File: src/rtl/cswap_pkg.sv
// cswap_pkg: shared constants, group-count helper and stage-1 payload type for cla_cmp_swap.
package cswap_pkg;
    localparam int GRP_W = 4;
    localparam int MAX_W = 32;
    localparam int MAX_GRP = MAX_W / GRP_W;

    function automatic int ngrp(input int width);
        return width / GRP_W;
    endfunction

    typedef struct packed {
        logic [MAX_W-1:0]   a;
        logic [MAX_W-1:0]   b;
        logic [MAX_GRP-1:0] grp_g;
        logic [MAX_GRP-1:0] grp_p;
        logic               valid;
    } s1_t;
endpackage

File: src/rtl/cla_pg_group4.sv
// cla_pg_group4: 4-bit group generate/propagate for A + ~B (subtraction) lookahead.
module cla_pg_group4 (
    input  logic [3:0] a,
    input  logic [3:0] b,
    output logic       grp_g,
    output logic       grp_p
);
    logic [3:0] g, p;
    assign g = a & ~b;
    assign p = a ^ ~b;
    assign grp_g = g[3] | (p[3] & g[2]) | (p[3] & p[2] & g[1]) | (p[3] & p[2] & p[1] & g[0]);
    assign grp_p = &p;
endmodule

File: src/rtl/cla_cmp_swap.sv
// cla_cmp_swap: 2-stage CLA compare-and-swap with ready/valid; define CSWAP_STATS_EN for the swap_count port.
module cla_cmp_swap
    import cswap_pkg::*;
#(
    parameter int WIDTH = 16
) (
    input  logic             clk,
    input  logic             rst_n,
    input  logic             in_valid,
    output logic             in_ready,
    input  logic [WIDTH-1:0] in_a,
    input  logic [WIDTH-1:0] in_b,
    output logic             out_valid,
    input  logic             out_ready,
    output logic [WIDTH-1:0] out_min,
    output logic [WIDTH-1:0] out_max,
    output logic             out_swapped,
    output logic             out_equal
`ifdef CSWAP_STATS_EN
    ,
    output logic [15:0]      swap_count
`endif
);
    localparam int NGRP = ngrp(WIDTH);

    logic             en;
    logic [NGRP-1:0]  grp_g, grp_p;
    s1_t              s1_d, s1_q;
    logic [WIDTH-1:0] a_s1, b_s1;
    logic [NGRP-1:0]  g_s1, p_s1;
    logic             cout, equal, gt;
    logic             s2_valid_d, s2_valid_q;
    logic [WIDTH-1:0] out_min_d, out_min_q, out_max_d, out_max_q;
    logic             out_swapped_d, out_swapped_q, out_equal_d, out_equal_q;

    assign en = ~s2_valid_q | out_ready;
    assign in_ready = en;

    for (genvar i = 0; i < NGRP; i++) begin : g_grp
        cla_pg_group4 u_pg (
            .a     (in_a[GRP_W*i +: GRP_W]),
            .b     (in_b[GRP_W*i +: GRP_W]),
            .grp_g (grp_g[i]),
            .grp_p (grp_p[i])
        );
    end

    always_comb begin
        s1_d = s1_q;
        if (en) begin
            s1_d = '0;
            s1_d.a[WIDTH-1:0] = in_a;
            s1_d.b[WIDTH-1:0] = in_b;
            s1_d.grp_g[NGRP-1:0] = grp_g;
            s1_d.grp_p[NGRP-1:0] = grp_p;
            s1_d.valid = in_valid;
        end
    end

    assign a_s1 = s1_q.a[WIDTH-1:0];
    assign b_s1 = s1_q.b[WIDTH-1:0];
    assign g_s1 = s1_q.grp_g[NGRP-1:0];
    assign p_s1 = s1_q.grp_p[NGRP-1:0];

    // Payload slots above WIDTH are always zero in narrower builds.
    if (WIDTH < MAX_W) begin : g_pad
        logic pad_unused;
        assign pad_unused = ^{s1_q.a[MAX_W-1:WIDTH], s1_q.b[MAX_W-1:WIDTH],
                              s1_q.grp_g[MAX_GRP-1:NGRP], s1_q.grp_p[MAX_GRP-1:NGRP]};
    end

    always_comb begin
        cout = 1'b1;
        for (int i = 0; i < NGRP; i++) cout = g_s1[i] | (p_s1[i] & cout);
        equal = &p_s1;
        gt = cout & ~equal;
        s2_valid_d = en ? s1_q.valid : s2_valid_q;
        out_min_d = en ? (gt ? b_s1 : a_s1) : out_min_q;
        out_max_d = en ? (gt ? a_s1 : b_s1) : out_max_q;
        out_swapped_d = en ? gt : out_swapped_q;
        out_equal_d = en ? equal : out_equal_q;
    end

    always_ff @(posedge clk) begin
        if (!rst_n) begin
            s1_q <= '0;
            s2_valid_q <= 1'b0;
            out_min_q <= '0;
            out_max_q <= '0;
            out_swapped_q <= 1'b0;
            out_equal_q <= 1'b0;
        end else begin
            s1_q <= s1_d;
            s2_valid_q <= s2_valid_d;
            out_min_q <= out_min_d;
            out_max_q <= out_max_d;
            out_swapped_q <= out_swapped_d;
            out_equal_q <= out_equal_d;
        end
    end

    assign out_valid = s2_valid_q;
    assign out_min = out_min_q;
    assign out_max = out_max_q;
    assign out_swapped = out_swapped_q;
    assign out_equal = out_equal_q;

`ifdef CSWAP_STATS_EN
    logic [15:0] swap_count_d, swap_count_q;

    always_comb begin
        swap_count_d = (s2_valid_q & out_ready & out_swapped_q & ~&swap_count_q) ? swap_count_q + 16'd1 : swap_count_q;
    end

    always_ff @(posedge clk) begin
        if (!rst_n) swap_count_q <= '0;
        else swap_count_q <= swap_count_d;
    end

    assign swap_count = swap_count_q;
`endif
endmodule

File: config.mk
export PLATFORM = sky130hd
export DESIGN_NAME = cla_cmp_swap
export DESIGN_NICKNAME = d
export VERILOG_FILES = /design/src/rtl/cswap_pkg.sv /design/src/rtl/cla_pg_group4.sv /design/src/rtl/cla_cmp_swap.sv
export SDC_FILE = /design/constraint.sdc
export NUM_CORES = 1
export LEC_CHECK = 0
export ABC_AREA = 0
export CORE_ASPECT_RATIO = 1.1
export CORE_MARGIN = 8
export CORE_UTILIZATION = 27
export CTS_CLUSTER_SIZE = 10
export DETAILED_ROUTE_END_ITERATION = 8
export PLACE_DENSITY = 0.58
export SLEW_MARGIN = 10
export SYNTH_ARGS = -nofsm -noshare
export SYNTH_HDL_FRONTEND = slang
export SYNTH_HIERARCHICAL = 1
export SYNTH_SLANG_ARGS = --single-unit
File: constraint.sdc
create_clock -name clk -period 1.6 [get_ports clk]
set_clock_uncertainty 0.1 [all_clocks]
set_input_delay 0.16 -clock clk [delete_from_list [all_inputs] [get_ports clk]]
set_output_delay 0.16 -clock clk [all_outputs]
set_load 0.005 [all_outputs]
==> results <==
- The flop and latch count out of synthesis is 76.
- The die area is 17710 um^2.
- The number of antenna violations at the first check in global routing is 0.
- The worst endpoint data arrival time is 1.63 ns.
- The number of top-level pins is 72.
- In the final layout, the share of cells above drive strength 1 is 0.1641.
- Ranked by total cell area, the synthesized netlist is headed by dfxtp_1 (41%), a211oi_2 (10%), nand2_1 (8.9%).
- 0 antenna diodes ended up in the layout.
- The number of distinct library cells after synthesis is 26.
- In this run the static leakage power is 2.037 nW.
- The number of buffers on the longest clock path is 2.
- The congestion estimate from routability-driven global placement came to 0.7642.
- The die width is 127.6 um.
- By count the netlist is led by nand2_1 (88), dfxtp_1 (76), a21boi_1 (42), nor2_1 (32), a21boi_0 (31).
- In this run the standard cell core region covers 13630 um^2.
- The DRC violation count after routing is 0.
- The number of fill cells is 1399.
- The area growth from synthesis to layout is 39.33%.
- The count of endpoints failing setup in the final report is 0.
- STA classifies the critical path startpoint as a flop.
- The signal on the critical path passes through nor2b_4 > buf_4 > buf_12 > nor2_1 > a21boi_1 > a211oi_2.
- Dividing total power by cell area gives a power density of 1027 nW/um^2.
- The flow ran to the end, and the final reports show no timing, DRC or antenna violations.
- The data required time of the worst path is 1.71 ns.
- The global-route total usage across every layer is 0.1163.
- The share of the synthesized area in the top cell type is 0.4112.
- In this run the core area contains 45 standard-cell rows.
- The first-pass detailed-route iteration total is 4.
- The critical path buffer and inverter count is 2.
- During placement, the flow inserted port buffers numbering 71.
- The synthesized cell area is 3700 um^2.
- Setup repair after global routing left no endpoint under its margin.
- Detailed placement finished with a half-perimeter wire length of 6.950 mm.
- The final critical-path share of the clock period is 0.9445.
- CTS saw 76 sinks.
- For this run, the number of Yosys warnings is 6.
- The slowest cell on the critical path is dfxtp_1.
- The cell count after synthesis is 429.
- Derived from the worst setup path, the maximum achievable clock frequency is 661.7 MHz.
- The clock-pin slew reported for the worst setup and hold paths after clock tree synthesis is 0.06 ns.
- The type of the most critical hold path is input pin to flop.
- The transition time at the pin with the least slew margin is 0.3434 ns.
- The post-synthesis area per instance is 8.624 um^2.
- The CTS tree is yes.
- The worst pin sits at a relative slew slack of 0.7711.
- For this run, the post-layout net count is 559.
- Entering global routing, the biggest net connects 78 pins.
- The worst setup path is captured at a flop.
- The clock latency on the worst-skew pair is 0.33 ns.
- The most used flip-flop cell after synthesis is dfxtp_1.
- The worst path in the final design needs a cycle of 1.511 ns, including I/O delays and setup.
- For this run, the slowest stage of the critical path takes 0.32 ns.
- The count of endpoints failing hold in the final timing report was 0.
- The height of the die is 138.8 um.
- dfxtp_1 takes more of the synthesized area than any other cell.
- The cell at the root of the clock tree is clkbuf_16.
- The max-slew violation count is 0.
- The dominant cell by count in the synthesized netlist is nand2_1.
- For this run, the register share of the synthesized area comes to 0.4112.
- Once layout is done, the placed cells without fillers occupy 5155 um^2.
- The number of synthesized flops with an enable pin is 0.
- In this run the worst path has a maximum fanout of 23.
- The average vias per placed instance is 4.529.
- For this run the aggregate overflow at the end of global routing stands at 0.
- The count of H-tree levels built during CTS is 3.
- The number of global-route vias before repair is 3185.
- The category of the most critical setup path is flop to flop.
- For this block, the routed nets add up to 10.02 mm of wire.
- The routed wire length per instance is 14.32 um.
- The DRC violation total after the first TritonRoute iteration is 126.
- The net count of the mapped netlist is 481.
- The max-capacitance violation count is 0.
- The maximum vdd drop is 0.6157 mV.
- The cell area after placement is 4783 um^2.
- The first global-routing pass estimated 16.47 mm of wire.
- The post-detailed-route count of antenna-violating nets is 0.
- The post-route worst setup slack is 0.08873 ns.
- The number of hold-repair buffers added at the cts stage is 0.
- The routed layout has 3170 vias.
- The cell family contributing the most delay on the critical path is simple AND/OR/NAND/NOR gates.
- TritonCTS created 9 clock buffers.
- The placement-stage worst setup slack is -0.1329 ns.
- Measured on the finished design, the core utilization comes to 0.3783.
- The setup check on the worst reg-to-reg path leaves a slack of 0.09 ns.
- The hold slack is 0.2295 ns.
- After layout, the design draws a total of 5.293 mW.
- The initial utilization of the core area, before any placement, comes to 0.2715.
- After synthesis, the share of flip-flops with an asynchronous set or reset is 0.
[per-layer routing]
metal	track usage	vias up	routed length [um]
met3	0.03000	10	402
met1	0.1512	1488	4942
met5	0	-	0
met4	0.04887	0	175
li1	-	1627	-
met2	0.1779	45	4500
[power by group]
group / switching [mW] / leakage, nW / internal (mW)
registers: 0.0797 / 0.629 / 2.04
logic: 0.419 / 1.25 / 0.500
clock network: 0.762 / 0.162 / 1.49
total: 1.26 / 2.04 / 4.03
[through the flow]
stage / cells / setup TNS, ns
2_1_floorplan: 429 / 0
3_3_place_gp: 682 / -1.010
3_5_place_dp: 682 / -1.945
4_1_cts: 699 / 0
5_1_grt: 700 / 0
6_report: 700 / 0
[logic make-up (layout without fill, tap and decap cells)]
kind of cell / Yosys count / in the layout / synth area share
AO/OA/AOI/OAI: 152 / 152 / 0.3189
AND/OR/NAND/NOR: 133 / 133 / 0.1491
flip-flops: 76 / 76 / 0.4112
buffers and inverters: 52 / 135 / 0.06662
adder cells (fa/ha/maj): 16 / 16 / 0.05411
[layout make-up]
cell class | instances | area [um^2] | area share
multi-input cells | 301 | 1942 | 0.3767
flip-flops and latches | 76 | 1521 | 0.2951
well taps | 188 | 235.2 | 0.04563
repair buffers | 102 | 1055 | 0.2046
clock buffers | 13 | 270.3 | 0.05243
inverters | 17 | 63.81 | 0.01238
clock inverters | 3 | 67.56 | 0.01311
[timing repair]
item | 4_1_cts | 5_1_grt
cloned | 0 | 1
hold endpoints to repair | 0 | 0
endpoints found under the setup margin | 1 | 5
setup buffers | 1 | 0
resized for setup | 1 | 2
[layout by cell type, fill, tap and decap left out]
cell,n
clkbuf_1,1
a21boi_0,30
buf_12,8
bufinv_16,2
inv_1,16
and2_4,1
nand3_1,2
nand2_1,88
a211oi_2,30
ha_1,16
o21a_1,1
a211oi_1,2
o21ai_1,7
buf_4,22
nor2_2,1
clkbuf_16,10
o21ai_0,30
and2_1,1
nand3_2,1
dlygate4sd2_1,1
inv_2,1
a21boi_1,43
a21oi_2,1
a21oi_1,8
nand4_1,2
nor2b_4,1
and4_1,4
clkbuf_8,3
clkinvlp_4,1
buf_2,1
clkdlybuf4s50_1,69
dfxtp_1,76
nand4_2,1
nor2_1,31
[worst paths after layout]
path,startpoint,to,cells past startpoint
worst max-delay path,out_valid$_SDFFE_PN0P_,out_max[3]$_SDFFE_PN0P_,6
worst min-delay path,rst_n,a_s1[14]$_SDFFE_PN0P_,3
worst max register to register,out_valid$_SDFFE_PN0P_,out_max[3]$_SDFFE_PN0P_,6
worst min register to register,a_s1[11]$_SDFFE_PN0P_,a_s1[11]$_SDFFE_PN0P_,2
[worst register-to-register path: stages (launching register included)]
cell and delay (ns):
dfxtp_1 0.32, nor2b_4 0.13, buf_4 0.16, buf_12 0.16, nor2_1 0.22, a21boi_1 0.25, a211oi_2 0.05
[registers in the layout (all words and copies together) (netlist names)]
name and flops:
p_s1 4, b_s1 16, g_s1 4, a_s1 16, out_swapped 1, out_min 16, out_equal 1, s1_q 1
out_max 16, out_valid 1
Note: power is estimated with default switching activity, not from simulation.
